`config.mk`:
```
export PLATFORM = sky130hd
export DESIGN_NAME = addsub_accumulator
export DESIGN_NICKNAME = d
export VERILOG_FILES = /design/src/rtl/addsub_accumulator.sv
export SDC_FILE = /design/constraint.sdc
export NUM_CORES = 1
export LEC_CHECK = 0
export BUFFER_PORTS_ARGS = -buffer_cell sky130_fd_sc_hd__buf_2
export CAP_MARGIN = 20
export CORE_MARGIN = 2
export CORE_UTILIZATION = 25
export DETAILED_ROUTE_END_ITERATION = 16
export GPL_TIMING_DRIVEN = 1
export PLACE_DENSITY = 0.46
export SYNTH_ARGS = -nofsm -noshare
export SYNTH_HDL_FRONTEND = slang
export SYNTH_SLANG_ARGS = --single-unit
```
`constraint.sdc`:
```
create_clock -name clk -period 3.9 [get_ports clk]
set_input_delay 0.39 -clock clk [delete_from_list [all_inputs] [get_ports clk]]
set_output_delay 0.39 -clock clk [all_outputs]
set_load 0.1 [all_outputs]
```
`src/rtl/addsub_accumulator.sv`:
```
// Accumulator stage wrapped around a 32-bit adder/subtractor: ADD/SUB/LOAD/CLEAR
// commands in over valid/ready, the accumulated result out over valid/ready.

module adder_subtractor (
  input  logic [31:0] a_i,
  input  logic [31:0] b_i,
  input  logic        sub_i,
  output logic [31:0] sum_o
);
  // Subtraction as a + ~b + 1.
  assign sum_o = a_i + (b_i ^ {32{sub_i}}) + {31'b0, sub_i};
endmodule

module addsub_accumulator #(
  parameter bit          SATURATE = 1'b0,
  parameter int          CNT_W    = 16,
  parameter logic [31:0] ACC_INIT = 32'h0
) (
  input  logic             clk,
  input  logic             reset,
  input  logic             in_valid,
  output logic             in_ready,
  input  logic [1:0]       in_op,
  input  logic [31:0]      in_data,
  output logic             out_valid,
  input  logic             out_ready,
  output logic [31:0]      out_acc,
  output logic             ovf_sticky,
  output logic [CNT_W-1:0] op_count
);
  localparam logic [1:0] OP_ADD   = 2'b00;
  localparam logic [1:0] OP_SUB   = 2'b01;
  localparam logic [1:0] OP_LOAD  = 2'b10;
  localparam logic [1:0] OP_CLEAR = 2'b11;

  typedef enum logic [1:0] {S_IDLE, S_EXEC, S_RESP} state_t;

  state_t             state_q, state_d;
  logic [1:0]         op_q, op_d;
  logic [31:0]        data_q, data_d;
  logic [31:0]        acc_q, acc_d;
  logic               ovf_q, ovf_d;
  logic [CNT_W-1:0]   cnt_q, cnt_d;

  logic               sub;
  logic [31:0]        b_adj;
  logic [31:0]        sum;
  logic               ovf;

  always_ff @(posedge clk) begin
    if (reset) begin
      state_q <= S_IDLE;
    end else begin
      state_q <= state_d;
    end
  end

  always_comb begin
    state_d = state_q;
    case (state_q)
      S_IDLE:  if (in_valid) state_d = S_EXEC;
      S_EXEC:  state_d = S_RESP;
      S_RESP:  if (out_ready) state_d = S_IDLE;
      default: state_d = S_IDLE;
    endcase
  end

  always_comb begin
    in_ready  = (state_q == S_IDLE);
    out_valid = (state_q == S_RESP);
  end

  assign sub   = (op_q == OP_SUB);
  assign b_adj = data_q ^ {32{sub}};

  adder_subtractor u_addsub (
    .a_i   (acc_q),
    .b_i   (data_q),
    .sub_i (sub),
    .sum_o (sum)
  );

  // Signed overflow: operands of equal sign yielding a result of the other sign.
  assign ovf = (acc_q[31] == b_adj[31]) && (sum[31] != acc_q[31]);

  always_comb begin
    op_d   = op_q;
    data_d = data_q;
    acc_d  = acc_q;
    ovf_d  = ovf_q;
    cnt_d  = cnt_q;
    if (state_q == S_IDLE && in_valid) begin
      op_d   = in_op;
      data_d = in_data;
    end
    if (state_q == S_EXEC) begin
      cnt_d = cnt_q + CNT_W'(1);
      case (op_q)
        OP_ADD, OP_SUB: begin
          acc_d = sum;
          if (SATURATE && ovf) acc_d = acc_q[31] ? 32'h8000_0000 : 32'h7FFF_FFFF;
          ovf_d = ovf_q | ovf;
        end
        OP_LOAD:  acc_d = data_q;
        OP_CLEAR: begin
          acc_d = ACC_INIT;
          ovf_d = 1'b0;
        end
        default:  acc_d = acc_q;
      endcase
    end
  end

  always_ff @(posedge clk) begin
    if (reset) begin
      op_q   <= OP_ADD;
      data_q <= 32'h0;
      acc_q  <= ACC_INIT;
      ovf_q  <= 1'b0;
      cnt_q  <= '0;
    end else begin
      op_q   <= op_d;
      data_q <= data_d;
      acc_q  <= acc_d;
      ovf_q  <= ovf_d;
      cnt_q  <= cnt_d;
    end
  end

  assign out_acc    = acc_q;
  assign ovf_sticky = ovf_q;
  assign op_count   = cnt_q;
endmodule

```
# Yosys cells after proc, flatten, opt, wreduce, memory -nomap -nowiden
# Index checks and enable logic that the tools add are counted.
# W data, S select, Z words.
# totals
in_bits,38
regBits,85
wordCells,33
output_inout_bits,51
# op_classes
n_eq_ne,9
bitwise_logic,2
addsub,3
reduce_logical,8
muxes,5
# ops
op,count
$pmux W32 S3,1
$add A32 B1 Y32,1
$add A32 B32 Y32,1
$xor A32 B32 Y32,1
$add A16 B1 Y16 const B,1
$eq A2 B2 Y1 const B,3
$pmux W2 S3,1
$eq A2 B1 Y1 const B,2
$logic_not A2 Y1,2
$mux W2,2
$reduce_and A2 Y1,2
$logic_and A1 B1 Y1,2
$ne A2 B1 Y1 const B,1
$ne A2 B2 Y1 const B,1
$pmux W1 S2,1
$reduce_bool A2 Y1,1
$reduce_or A2 Y1,1
$eq A1 B1 Y1,1
$ne A1 B1 Y1,1
$or A1 B1 Y1,1

# Longest topological paths before layout
# depth
depth_word,8
depth_mapped,17
depth_no_buf,15

# Cells and area by module
# From an unflattened synthesis, not the netlist that was laid out.
# hier_totals
cells_unflattened,714
hier_area_um2,5660.4
# by_module_without_submodules
mod,seq_area_each_um2,cells_per_inst,n_inst,area_each_um2
addsub_accumulator,1701.6,426,1,3492.1
adder_subtractor,0.0,288,1,2168.3

# Least setup slack after synthesis
# Ideal clock, no wire load.
# synth_path
path_type,register to register
start,reg op_q[1]
end,reg acc_q[28] (netlist: out_acc[28])
setup_ps,133
t_arrival_ps,3554
synth_period_minus_slack_ps,3687
slack_ps,213
n_path_buf,2
t_required_ps,3767
stages_incl_launch_ff,18
cell_sequence,dfxtp_1 > nand2b_1 > clkbuf_1 > buf_1 > xnor2_1 > inv_1 > fa_1 > and2b_1 > o21ai_2 > a21boi_4 > o31ai_4 > a2111oi_4 > o21ai_2 > a21oi_2 > o21bai_1 > a311oi_2 > mux2i_1 > a211oi_2
# synth_between
elab_chain_len,5
elab_cells_between_ends,9
classes_between,add/sub: 2; eq/ne: 3; mux: 1; bitwise: 1; reduce/logical: 2
# synth_rtl
element,line,text
"start, declared",39,"logic [1:0] op_q, op_d;"
"start signal, assigned",122,op_q <= op_d;
$eq A2 B1 Y1,"73, 98",
$xor A32 B32 Y32,11,"assign sum_o = a_i + (b_i ^ {32{sub_i}}) + {31'b0, sub_i};"
$add A32 B32 Y32,11,
$add A32 B1 Y32,11,
$pmux W32 S3 *,98,case (op_q)
"end signal, assigned",118,acc_q <= ACC_INIT;
"end signal, assigned",124,acc_q <= acc_d;
"end, declared",41,"logic [31:0] acc_q, acc_d;"
# Every way passes the cells marked *; elsewhere a longest branch is shown, timed or not.
# A chain may end at the register's enable or synchronous reset.

# Worst setup path in the final report
# layout_path
start,reg op_q[0]
end,reg acc_q[28] (netlist: out_acc[28])
# The elaborated chain is that of the path after synthesis.

==> tab_implementation.tex <==
\begin{tabular}{lr}
\hline
Metric & Value \\
\hline
\multicolumn{2}{l}{\textbf{Setup path}} \\
WS Path Type & reg -> reg \\
Kind of end point of the critical path & flop \\
Maximum fanout along the worst path & 6 \\
Max incr delay on CP & 430 ps \\
Endpoint arrival time on the critical path & 3660 ps \\
Most used cell, CP & o21ai\_2 \\
Ordered list of cells on the worst path & nor3b\_1, a21oi\_1, fa\_1, and2b\_1, o21ai\_2, a21boi\_4, o31ai\_4, a2111oi\_4, o21ai\_2, a21oi\_2, o21bai\_1, a311oi\_2, mux2i\_1, a211oi\_2 \\
End of the worst register-to-register path & out\_acc[28] \\
Top delay family on crit path & compound AO/OA/AOI/OAI gates \\
Kind of start point of the critical path & flop \\
Cell depth of the worst flop-to-flop path & 14 \\
Buffers plus inverters on the worst setup path & 0 \\
Slowest stage cell, crit path & dfxtp\_1 \\
Minimum setup slack among reg-to-reg paths & 450 ps \\
Crit path required time & 4110 ps \\
Worst flop-to-flop path startpoint & op\_q[0] \\
\multicolumn{2}{l}{\textbf{Logic synthesis}} \\
Number of enable-type register cells in the synthesized netlist & 0 \\
List of most frequent post-synthesis cells & nand2\_1 (117), dfxtp\_1 (85), a21oi\_1 (80) \\
Fraction of post-synthesis cell area in the top cell type by area & 31.8\% \\
Unique cell type count in the Yosys netlist & 61 \\
Yosys warns & 0 \\
Most common cell in the synthesized netlist & nand2\_1 \\
Avg Inst Size Synth & 7.75 sq um \\
Cells after Synth & 690 \\
Share of async-settable or async-resettable flops after synthesis & 0\% \\
Most area-hungry cell type in the Yosys netlist & dfxtp\_1 \\
Synthesis-stage register bit count & 85 \\
Sequential cell area fraction in the yosys report & 31.8\% \\
Ranking of synthesized cells by area & dfxtp\_1 (32\%), nand2\_1 (8.2\%), xnor2\_1 (7.9\%), a21oi\_1 (7.5\%), ha\_1 (7.5\%) \\
Commonest register cell after synthesis & dfxtp\_1 \\
Syn Std Cell Area & 5350 sq um \\
Post-Syn Nets & 761 \\
\multicolumn{2}{l}{\textbf{Detailed routing}} \\
Overall routed net length & 15.0 mm \\
Routed length per placed instance & 14.5 um \\
Post-detailed-route via-to-cell ratio & 4.67 \\
Post-route DRC violation count & 0 \\
DRT antenna net count & 0 \\
Detailed router's first-iteration violation count & 253 \\
DR vias & 4,852 \\
Number of search-and-repair iterations in the first detailed-routing pass & 4 \\
\multicolumn{2}{l}{\textbf{Floorplanning}} \\
Number of ports placed on the die boundary & 89 \\
Effective utilization at floorplan & 25.4\% \\
Site row count & 53 \\
Die outline area & 22,600 sq um \\
Floorplan die width & 150 um \\
Core Footprint & 21,000 sq um \\
Die extent in y & 150 um \\
\multicolumn{2}{l}{\textbf{Cells and area}} \\
Diode insertion count for antenna repair & 0 \\
Cell area after layout & 6390 sq um \\
Layout overhead on the synthesized area & 19.5\% \\
Layout cells sized above 1 & 17.3\% \\
Nets@finish & 830 \\
\multicolumn{2}{l}{\textbf{CTS}} \\
Cell at the root of the clock tree & clkbuf\_16 \\
CTS Buffer Depth & 2 \\
Clock latency reported for the late side of the worst-skew pair & 360 ps \\
H-tree lvl count & 3 \\
Sinks on Clock Net & 85 \\
Post-CTS Setup Bufs & 0 \\
Cts repair resizes & 0 \\
Quantity of hold-fixing buffers added after cts & 0 \\
Cts bufs inserted & 9 \\
Reg clk slew, reported paths & 70 ps \\
TritonCTS clock tree & yes \\
\multicolumn{2}{l}{\textbf{Timing}} \\
Finish-stage setup viols & 0 \\
Slew of the pin with the lowest slew margin & 876 ps \\
Maximum clock skew at final layout & 15.8 ps \\
Final hold vios & 0 \\
Highest Clock Rate & 290 MHz \\
Final slew viol count & 0 \\
Final period utilization & 88.5\% \\
Unrepaired setup endpoints after global routing & no \\
Setup\_tns & 0 ps \\
Relative slew slack & 41.6\% \\
Minimum clock period & 3450 ps \\
\multicolumn{2}{l}{\textbf{Global routing}} \\
M2 GR Usage & 21.5\% \\
Antenna violations before repair & 0 \\
Pin count of the biggest net entering global routing & 41 \\
GR peak layer & met2 \\
Global-route wire length before repair & 24.9 mm \\
Met3 track utilization from global routing & 3.42\% \\
Routing usage on met1 & 18.9\% \\
Remaining Overflow, GRT & 0 \\
Global-route total usage across every layer & 13.8\% \\
Number of global-route vias before repair & 4,752 \\
\multicolumn{2}{l}{\textbf{Power}} \\
Cell leakage power & 2.62 nW \\
VDD IR max & 0.174 mV \\
Power density normalized to cell area & 421 nW/um\^{}2 \\
\multicolumn{2}{l}{\textbf{Placed design}} \\
Placement Cell Area & 6080 sq um \\
Global placement routability congestion & 0.831 \\
Number of buffers inserted by port buffering & 88 \\
Post-DP HPWL & 10.9 mm \\
\multicolumn{2}{l}{\textbf{Hold path}} \\
Min-Delay Path Class & in -> reg \\
Min-Delay Startpoint & in\_data[19] \\
Number of cells traversed by the worst hold path & 3 \\
Hold Path End & data\_q[19] \\
\multicolumn{2}{l}{\textbf{Run}} \\
Max-capacitance violation count & 0 \\
\multicolumn{2}{l}{\textbf{Outcome}} \\
Status & finished clean \\
\hline
\end{tabular}
-- registers in the layout, summed over array words and instances (netlist names) --
name and count:
op_q 2, state_q 2, data_q 32, out_acc 32
ovf_sticky 1, op_count 16
-- stage by stage --
stage | utilization [%] | std cells | setup slack, ps | total power, mW | hold slack (ps)
after floorplan | - | 690 | 213 | 1.63 | 462
after global placement | 28.9 | 1023 | 539 | 1.80 | 474
after detailed placement | 28.9 | 1023 | 481 | 1.80 | 482
after CTS | 30.4 | 1039 | 431 | 2.73 | 252
after global routing | 30.4 | 1039 | 119 | 2.85 | 261
final | 30.4 | 1039 | 447 | 2.69 | 266
-- final cells by class --
cell class	instances	area, sq um
Clock buffer	9	225
Clock inverter	7	80.1
Fill cell	2309	14600
Inverter	10	37.5
Multi-Input combinational cell	554	3460
Sequential cell	85	1700
Tap cell	275	344
Timing Repair Buffer	99	536
-- per-layer routing --
metal / part of all wire [%] / vias up
met5: 0 / -
met4: 1.4 / 0
met3: 5.2 / 14
met2: 43 / 90
met1: 50 / 2197
li1: - / 2551
-- layout by cell type (no fill, tap or decap), types with 9 or more instances in the layout --
cell type  count
buf_4         10
nand4_1       11
buf_2         88
nor2_1        63
ha_1          32
xor2_1        16
a21o_1        14
a21oi_1       80
nand2_1      117
dfxtp_1       85
o211ai_1      12
xnor2_1       48
clkbuf_16      9
o21ai_0       46
inv_1         10
-- how the worst max path moves through the flow --
stage | start | to | slack, ps | cells after the start
final | op_q[0] | out_acc[28] | 450 | 14
after global routing | op_q[0] | out_acc[26] | 120 | 14
after CTS | op_q[0] | out_acc[28] | 430 | 14
after detailed placement | op_q[0] | out_acc[28] | 480 | 14
after global placement | op_q[1] | out_acc[24] | 540 | 14
after floorplan | op_q[1] | out_acc[28] | 210 | 17
-- logic make-up after synthesis --
group	share of synthesized area, %
AND/OR/NAND/NOR	21.3
AO/OA/AOI/OAI	24.4
buffers and inverters	3.58
multiplexers	0.585
flip-flops	31.8
XOR/XNOR	10.5
adder cells (fa/ha/maj)	7.87
-- worst min-delay path: cells and delay by family --
family	cells	cell delay, ps
and+or+nand+nor	1	50
AOI/OAI and AO/OA	1	50
buffers and inverters	1	90
-- power breakdown --
group	switching [mW]	internal [mW]	leakage [nW]
registers	0.0568	0.921	0.695
clock network	0.408	0.505	0.143
logic	0.549	0.248	1.78
Power figures use the tool's default switching activity.
